**src/rtl/sc_decoder_pkg.sv**
```systemverilog
// Shared definitions for the SC polar decoder stages.
package sc_decoder_pkg;

    // Default code size (N = 2**n) and leaf LLR width
    localparam int unsigned SC_N_DEFAULT     = 3;
    localparam int unsigned SC_LLR_W_DEFAULT = 8;

    // Leaf-stage control states
    typedef enum logic [1:0] {
        ST_IDLE   = 2'd0,
        ST_DECODE = 2'd1,
        ST_OUTPUT = 2'd2
    } state_t;

endpackage

```
**src/rtl/sc_hard_decision.sv**
```systemverilog
// Hard decision on one leaf LLR: frozen bits decide 0, otherwise a negative LLR decides 1.
module sc_hard_decision
    import sc_decoder_pkg::*;
#(
    parameter int unsigned LLR_W = SC_LLR_W_DEFAULT
) (
    input  logic [LLR_W-1:0] i_llr,
    input  logic             i_frozen,
    output logic             o_dec
);

    // Zero LLR is treated as non-negative and decides 0
    always_comb begin
        o_dec = 1'b0;
        if (!i_frozen) begin
            o_dec = ($signed(i_llr) < $signed(LLR_W'(0)));
        end
    end

endmodule

```
**src/rtl/sc_bit_decision_unit.sv**
```systemverilog
// Leaf stage of the SC decoder: walks the bit index, makes hard decisions,
// streams u_hat and packs the decisions into a codeword with valid/ready.
module sc_bit_decision_unit
    import sc_decoder_pkg::*;
#(
    parameter int unsigned n     = SC_N_DEFAULT,
    parameter int unsigned LLR_W = SC_LLR_W_DEFAULT
) (
    input  logic                clk,
    input  logic                rst_n,
    input  logic                start,
    input  logic                llr_valid,
    input  logic [LLR_W-1:0]    llr_in,
    output logic [n-1:0]        bit_index,
    output logic                index_valid,
    input  logic                frozen_bit_indication,
    output logic                u_hat,
    output logic                u_hat_valid,
    output logic [(2**n)-1:0]   word_out,
    output logic                word_valid,
    input  logic                word_ready,
    output logic [n:0]          info_cnt,
    output logic                busy
);

    localparam int unsigned N = 2 ** n;
    localparam logic [n-1:0] LAST_IDX = {n{1'b1}};

    state_t           r_state;
    state_t           w_state_next;
    logic [n-1:0]     r_bit_index;
    logic             r_u_hat;
    logic             r_u_hat_valid;
    logic [N-1:0]     r_word_out;
    logic [n:0]       r_info_cnt;
    logic             w_dec;
    logic             w_accept;
    logic             w_launch;

    // An LLR is only consumed while decoding; elsewhere llr_valid is ignored
    assign w_accept = (r_state == ST_DECODE) && llr_valid;
    assign w_launch = (r_state == ST_IDLE) && start;

    sc_hard_decision #(
        .LLR_W (LLR_W)
    ) u_hard_decision (
        .i_llr    (llr_in),
        .i_frozen (frozen_bit_indication),
        .o_dec    (w_dec)
    );

    // State register
    always_ff @(posedge clk or negedge rst_n) begin
        if (!rst_n) begin
            r_state <= ST_IDLE;
        end else begin
            r_state <= w_state_next;
        end
    end

    // Next-state logic; word_valid is implied by being in ST_OUTPUT
    always_comb begin
        w_state_next = r_state;
        unique case (r_state)
            ST_IDLE: begin
                if (start) begin
                    w_state_next = ST_DECODE;
                end
            end
            ST_DECODE: begin
                if (w_accept && (r_bit_index == LAST_IDX)) begin
                    w_state_next = ST_OUTPUT;
                end
            end
            ST_OUTPUT: begin
                if (word_ready) begin
                    w_state_next = ST_IDLE;
                end
            end
            default: begin
                w_state_next = ST_IDLE;
            end
        endcase
    end

    // Index counter, decision register, packing register and info-bit counter
    always_ff @(posedge clk or negedge rst_n) begin
        if (!rst_n) begin
            r_bit_index   <= '0;
            r_u_hat       <= 1'b0;
            r_u_hat_valid <= 1'b0;
            r_word_out    <= '0;
            r_info_cnt    <= '0;
        end else begin
            r_u_hat_valid <= 1'b0;
            if (w_launch) begin
                r_bit_index <= '0;
                r_word_out  <= '0;
                r_info_cnt  <= '0;
            end
            if (w_accept) begin
                r_u_hat                  <= w_dec;
                r_u_hat_valid            <= 1'b1;
                r_word_out[r_bit_index]  <= w_dec;
                // Natural wrap returns the index to 0 after the last bit
                r_bit_index              <= r_bit_index + 1'b1;
                if (!frozen_bit_indication) begin
                    r_info_cnt <= r_info_cnt + 1'b1;
                end
            end
        end
    end

    assign bit_index   = r_bit_index;
    assign index_valid = (r_state == ST_DECODE);
    assign u_hat       = r_u_hat;
    assign u_hat_valid = r_u_hat_valid;
    assign word_out    = r_word_out;
    assign word_valid  = (r_state == ST_OUTPUT);
    assign info_cnt    = r_info_cnt;
    assign busy        = (r_state != ST_IDLE);

endmodule

```
**config.mk**
```make
export PLATFORM = sky130hd
export DESIGN_NAME = sc_bit_decision_unit
export DESIGN_NICKNAME = d
export VERILOG_FILES = /design/src/rtl/sc_decoder_pkg.sv /design/src/rtl/sc_hard_decision.sv /design/src/rtl/sc_bit_decision_unit.sv
export SDC_FILE = /design/constraint.sdc
export NUM_CORES = 1
export LEC_CHECK = 0
export BUFFER_PORTS_ARGS = -buffer_cell sky130_fd_sc_hd__buf_2
export CORE_MARGIN = 1.5
export CORE_UTILIZATION = 33
export DETAILED_ROUTE_END_ITERATION = 10
export MAX_ROUTING_LAYER = met4
export PLACE_DENSITY = 0.66
export RECOVER_POWER = 25
export SLEW_MARGIN = 15
export SYNTH_ARGS = -nofsm -noshare
export SYNTH_HDL_FRONTEND = slang
export SYNTH_HIERARCHICAL = 1
export SYNTH_SLANG_ARGS = --single-unit
```
**constraint.sdc**
```tcl
create_clock -name clk -period 1.6 [get_ports clk]
set_input_delay 0.4 -clock clk [delete_from_list [all_inputs] [get_ports clk]]
set_output_delay 0.4 -clock clk [all_outputs]
set_load 0.05 [all_outputs]
```
**Yosys cells after proc, flatten, opt, wreduce, memory -nomap -nowiden**

Index checks and enable logic that the tools add are counted.

- Bits in registers: 19
- Bits in latches: 0
- Bits in writable memories: 0
- ROM bits: 0
- Input bits: 14
- Output and inout bits: 20
- Word-level logic and storage cells: 41
- Memories: 0

- $add $sub $neg: 2
- Multipliers: 0
- Divide/modulo/power cells: 0
- $lt $le $gt $ge: 3
- Eq/ne operators: 6
- Shift operators: 0
- Multiplexer cells: 16
- Bitwise operators: 0
- Reductions and logical operators: 8

Operators with widths:

| operator | count |
|---|---|
| 8-bit 2-to-1 mux | 2 |
| 4-bit 2-to-1 mux | 3 |
| 8-bit bitwise mux | 1 |
| 8-bit by 1-bit < comparator with 1-bit output, second input constant | 1 |
| 2-bit 2-to-1 mux | 3 |
| 3-bit 2-to-1 mux | 2 |
| 2-bit case mux with 3 select lines | 1 |
| 4-bit by 1-bit adder with 4-bit output, second input constant | 1 |
| 1-bit logical AND | 4 |
| 3-bit by 4-bit < comparator with 1-bit output, second input constant | 1 |
| 2-bit by 1-bit != test with 1-bit output, second input constant | 2 |
| 2-bit nonzero test | 2 |
| 3-bit by 1-bit adder with 3-bit output, second input constant | 1 |
| 1-bit demux with 3-bit select | 1 |
| 3-bit == test, second input constant | 1 |
| 3-bit by 1-bit >= comparator with 1-bit output, second input constant | 1 |
| 1-bit 2-to-1 mux | 3 |
| 3-bit AND reduction | 1 |
| 2-bit by 1-bit == test with 1-bit output, second input constant | 1 |
| 2-bit == test, second input constant | 1 |
| 2-bit zero test | 1 |
| 2-bit != test, second input constant | 1 |

**Logic depth before layout (Yosys ltp)**

- Depth in word-level cells: 6
- Gate-level depth with buffers: 5
- Mapped depth without buffers: 5

**Hierarchy**

The synthesis kept the hierarchy.

Modules (own cells, without submodules):

| module | instances | cells an instance | area an instance (um^2) | sequential area each (um^2) |
|---|---|---|---|---|
| sc_bit_decision_unit | 1 | 84 | 953.4 | 475.5 |
| sc_hard_decision | 1 | 1 | 13.8 | 0.0 |

**Least setup slack after synthesis**

No wires, ideal clock.

- Path type: flip-flop to output port
- Start point: register r_state[0]
- End point: output index_valid
- Data arrival time: 1.255 ns
- Required time: 1.200 ns
- Setup slack: -0.055 ns
- Stages on the path, launching flop included: 2
- Path buffers: 0
- Path through: dfrtp_1 > nor2b_1

- Cells in the longest elaborated chain, start to end: 1

Ends and longest elaborated chain:

| what | RTL line | text |
|---|---|---|
| start: declaration | sc_bit_decision_unit.sv:29 | `state_t r_state;` |
| start signal: assignment | sc_bit_decision_unit.sv:57 | `r_state <= w_state_next;` |
| 2-bit by 1-bit == test with 1-bit output | sc_bit_decision_unit.sv:115 | `assign index_valid = (r_state == ST_DECODE);` |
| end: declaration | sc_bit_decision_unit.sv:15 | `output logic index_valid,` |

Every way passes these cells.

**Final worst setup path**

- Start point: register r_state[1]
- End point: register r_word_out[6], in the netlist word_out[6]

- Cells in the longest elaborated chain, start to end: 5
- Elaborated cells between the ends (all ways): 7
- Classes of those cells: 1 x eq/ne; 3 x mux; 3 x reduce/logical

Ends and longest elaborated chain:

| what | RTL line | text |
|---|---|---|
| 2-bit zero test | sc_bit_decision_unit.sv:42 | `assign w_launch = (r_state == ST_IDLE) && start;` |
| 1-bit logical AND | sc_bit_decision_unit.sv:42 |  |
| 8-bit 2-to-1 mux | sc_bit_decision_unit.sv:96 | `if (w_launch) begin` |
| 8-bit bitwise mux | sc_bit_decision_unit.sv:104 | `r_word_out[r_bit_index] <= w_dec;` |
| 8-bit 2-to-1 mux * | sc_bit_decision_unit.sv:101 | `if (w_accept) begin` |
| end signal: indexed assignment | sc_bit_decision_unit.sv:104 |  |
| end: declaration | sc_bit_decision_unit.sv:34 | `logic [N-1:0] r_word_out;` |

Mark *: on every way between the ends. The rest lies on a longest branch, timed or not.
A chain may end at the register's enable or synchronous reset.

==> results.tsv <==
stage	metric	value	unit
sta	clock tree skew after final layout	0.00367	ns
finish	most frequent cells in the layout	21 x sky130_fd_sc_hd__buf_2, 15 x sky130_fd_sc_hd__dfrtp_1, 13 x sky130_fd_sc_hd__nand2_1, 8 x sky130_fd_sc_hd__mux2i_1, 7 x sky130_fd_sc_hd__buf_4	
grt	first-pass GRT wire length	3.60	mm
clocking	Clock Tree Root	sky130_fd_sc_hd__clkbuf_4	
logic_synthesis	Main synth FF type	sky130_fd_sc_hd__dfrtp_1	
sta	minimum clock period	1.52	ns
grt	antenna violations before repair	0	
detailed_routing	remaining antenna violation count	0	
worst_setup_path	Data arrival, critical path	1.69	ns
pwr	Design Power	2.63	mW
worst_setup_path	slowest stage delay, CP	0.44	ns
logic_synthesis	share of synthesized area occupied by flip-flops and latches	0.492	
sta	post-route worst setup slack	0.0817	ns
worst_setup_path	Worst R2R Path Depth	5	
logic_synthesis	synthesized instance count	85	
worst_setup_path	flop2flop setup slack	0.08	ns
worst_setup_path	slowest library cell on the worst path	sky130_fd_sc_hd__dfrtp_2	
detailed_routing	first-pass iteration count of the detailed router	4	
worst_setup_path	worst path required time	1.77	ns
finish	total number of nets in the final design	134	
worst_setup_path	capture instance of the worst register-to-register path	word_out[6]	
pwr	P_leak	0.627	nW
logic_synthesis	Synth area leader	sky130_fd_sc_hd__dfrtp_1	
worst_setup_path	most frequent CP cell	sky130_fd_sc_hd__buf_4	
pwr	P per Cell Area	2180	nW/um^2
sta	Peak Freq	0.659	GHz
floorplan	placeable core region	2760	um^2
sta	final number of max-transition violations	0	
job	Max Cap Viol	0	
worst_setup_path	critical path startpoint category	flip-flop	
floorplan	die outline width	57.1	um
grt	number of global-route vias before repair	778	
clocking	Max Buffers Root-to-Sink	2	
sta	worst max-slew margin expressed relative to the limit	0.334	
logic_synthesis	area fraction of the dominant cell type after synthesis	0.492	
floorplan	Vert. Die Dim	57.1	um
placement	worst setup slack after placement	0.134	ns
floorplan	DIE AREA	3260	um^2
sta	endpoints failing hold	0	
placement	post-DP HPWL	1.46	mm
min_path	hold crit path type	in -> async	
finish	layout cell share with drive strength beyond 1	0.405	
clocking	H-tree levels	1	
detailed_routing	Initial DRC Count	20	
worst_setup_path	endpoint class of the critical path	flip-flop	
logic_synthesis	number of warnings issued by yosys	6	
logic_synthesis	leading cell types by total area after synthesis	sky130_fd_sc_hd__dfrtp_1 49%, sky130_fd_sc_hd__mux2i_1 8.3%, sky130_fd_sc_hd__nand2_1 5.0%	
sta	unrepaired setup endpoints after global routing	false	
logic_synthesis	count of flip-flops with a built-in enable after synthesis	0	
detailed_routing	Via-to-Cell Ratio	5.13	
clocking	clock insertion delay at the later pin of the skew report	0.29	ns
clocking	number of clock sinks seen by CTS	19	
worst_setup_path	critical setup path kind	reg -> reg	
logic_synthesis	Avg Synthesized Cell Area	11.4	um^2
floorplan	initial core utilization	0.351	
floorplan	number of core rows	19	
worst_setup_path	depth of the critical timing path with buffers and inverters included	5	
worst_setup_path	reg2reg start	r_state[1]	
grt	GR Util All Layers	0.146	
sta	Tcrit/Tclk final	0.949	
worst_setup_path	worst-path maximum fanout	8	
placement	final RePlAce weighted congestion	0.716	
finish	leading cell type in the layout, fill and taps excluded	sky130_fd_sc_hd__buf_2	
finish	signed area change from the synthesized netlist to the final layout	24.8	%
worst_setup_path	list of cells traversed by the critical path	buf_4 -> or3b_4 -> buf_4 -> o311ai_1 -> o41ai_1	
clocking	clock edge transition at the registers on the reported setup and hold paths	0.11	ns
finish	total area of sequential cells	480	um^2
detailed_routing	vias post-DR	754	
grt	leftover overflow at the end of global routing	0	
detailed_routing	total DRC errors in the routed layout	0	
run_status	result of the run	complete, no violations	
logic_synthesis	async set-reset flop share out of synthesis	1.00	
logic_synthesis	synthesized flop and latch total	19	
detailed_routing	post-detailed-routing wire length	1.97	mm
logic_synthesis	synthesized net count	102	
pwr	Max IR drop VDD	1.24	mV
finish	number of fill cells in the layout	283	
finish	Ant. Diodes	0	
worst_setup_path	family with the most delay on the worst path	flip-flops	
clocking	total CTS buffers	3	
sta	final number of setup-violating endpoints	0	
clocking	CTS tree	built	
detailed_routing	drt wl/cell	13.4	um
floorplan	number of ports placed on the die boundary	34	
logic_synthesis	number of distinct library cells after synthesis	31	
clocking	hold buffer count at cts	0	
sta	Worst-Margin Slew	1.00	ns
grt	maximum number of pins on one net before global-route repair	20	
placement	count of port buffers added during placement	26	
finish	area of the multi-input gates	465	um^2
worst_setup_path	total buffers and inverters traversed by the critical path	2	
logic_synthesis	netlist area before placement	967	um^2
worst max-delay path by stage:
stage | start | end | slack [ns]
after floorplan | r_state[0] | word_valid | 0.01
after global placement | start | info_cnt[0] | 0.18
after detailed placement | start | word_out[6] | 0.13
after CTS | r_state[1] | busy | -0.03
after global routing | bit_index[0] | bit_index[0] | 0.02
final | r_state[1] | word_out[6] | 0.08
flip-flops by register name (all words and copies together) (netlist names):
signal,cells
word_out,8
info_cnt,4
bit_index,3
r_state,2
u_hat,1
u_hat_valid,1
metal layers:
metal  global-route usage  routed length [um]
met5                    -                   0
met4               0.0731                  21
met2                0.207                 985
met3               0.0272                  90
met1                0.200                 869
where the power goes:
part           internal (mW)  switching (mW)  leakage [nW]
registers              0.662           0.208         0.243
logic                  0.498            1.02         0.367
clock network         0.0928           0.144        0.0177
final cells by class:
| cell class | count | area share |
|---|---|---|
| clock buffers | 3 | 0.0187 |
| repair buffers | 31 | 0.152 |
| inverters | 3 | 0.00933 |
| multi-input cells | 59 | 0.385 |
| flip-flops and latches | 19 | 0.398 |
| clock inverters | 1 | 0.00415 |
| well taps | 31 | 0.0321 |
cell families after synthesis:
kind of cell,share of synthesized area
buf+inv,0.0323
mux,0.0983
flops,0.492
compound gates,0.0789
xor+xnor,0.00906
fa+ha+maj,0.0388
simple gates,0.251
worst register-to-register path, stage by stage (launching register included):
cell and delay [ns]:
sky130_fd_sc_hd__dfrtp_2 0.44, sky130_fd_sc_hd__buf_4 0.16, sky130_fd_sc_hd__or3b_4 0.40, sky130_fd_sc_hd__buf_4 0.18
sky130_fd_sc_hd__o311ai_1 0.10, sky130_fd_sc_hd__o41ai_1 0.13
metrics by stage:
step | utilization | instance area, um^2 | setup TNS (ns) | cells | hold WS, ns
CTS | 0.429 | 1180 | -0.0260 | 145 | 0.0325
floorplan | - | 970 | 0 | 85 | 0.104
finish | 0.438 | 1210 | 0 | 147 | 0.240
detailed placement | 0.414 | 1140 | 0 | 141 | 0.364
global route | 0.438 | 1210 | 0 | 147 | 0.325
global placement | 0.414 | 1140 | 0 | 141 | 0.354
synth_stat cells (2+ instances only):
cell / count
sky130_fd_sc_hd__dfrtp_1: 19
sky130_fd_sc_hd__clkbuf_1: 2
sky130_fd_sc_hd__nand3_1: 2
sky130_fd_sc_hd__nor2b_4: 2
sky130_fd_sc_hd__nand4b_1: 2
sky130_fd_sc_hd__a22o_1: 5
sky130_fd_sc_hd__and2_1: 2
sky130_fd_sc_hd__mux2i_1: 8
sky130_fd_sc_hd__nor2b_1: 3
sky130_fd_sc_hd__o21ai_0: 3
sky130_fd_sc_hd__nand2_1: 13
sky130_fd_sc_hd__nor2_1: 2
sky130_fd_sc_hd__ha_1: 3
sky130_fd_sc_hd__inv_1: 2
what timing repair did:
| item | in CTS | in global routing |
|---|---|---|
| setup buffers | 0 | 2 |
| gates cloned | 0 | 0 |
| resized for setup | 6 | 5 |
| endpoints found under the setup margin | 4 | 6 |
(Power assumes the default switching activity.)
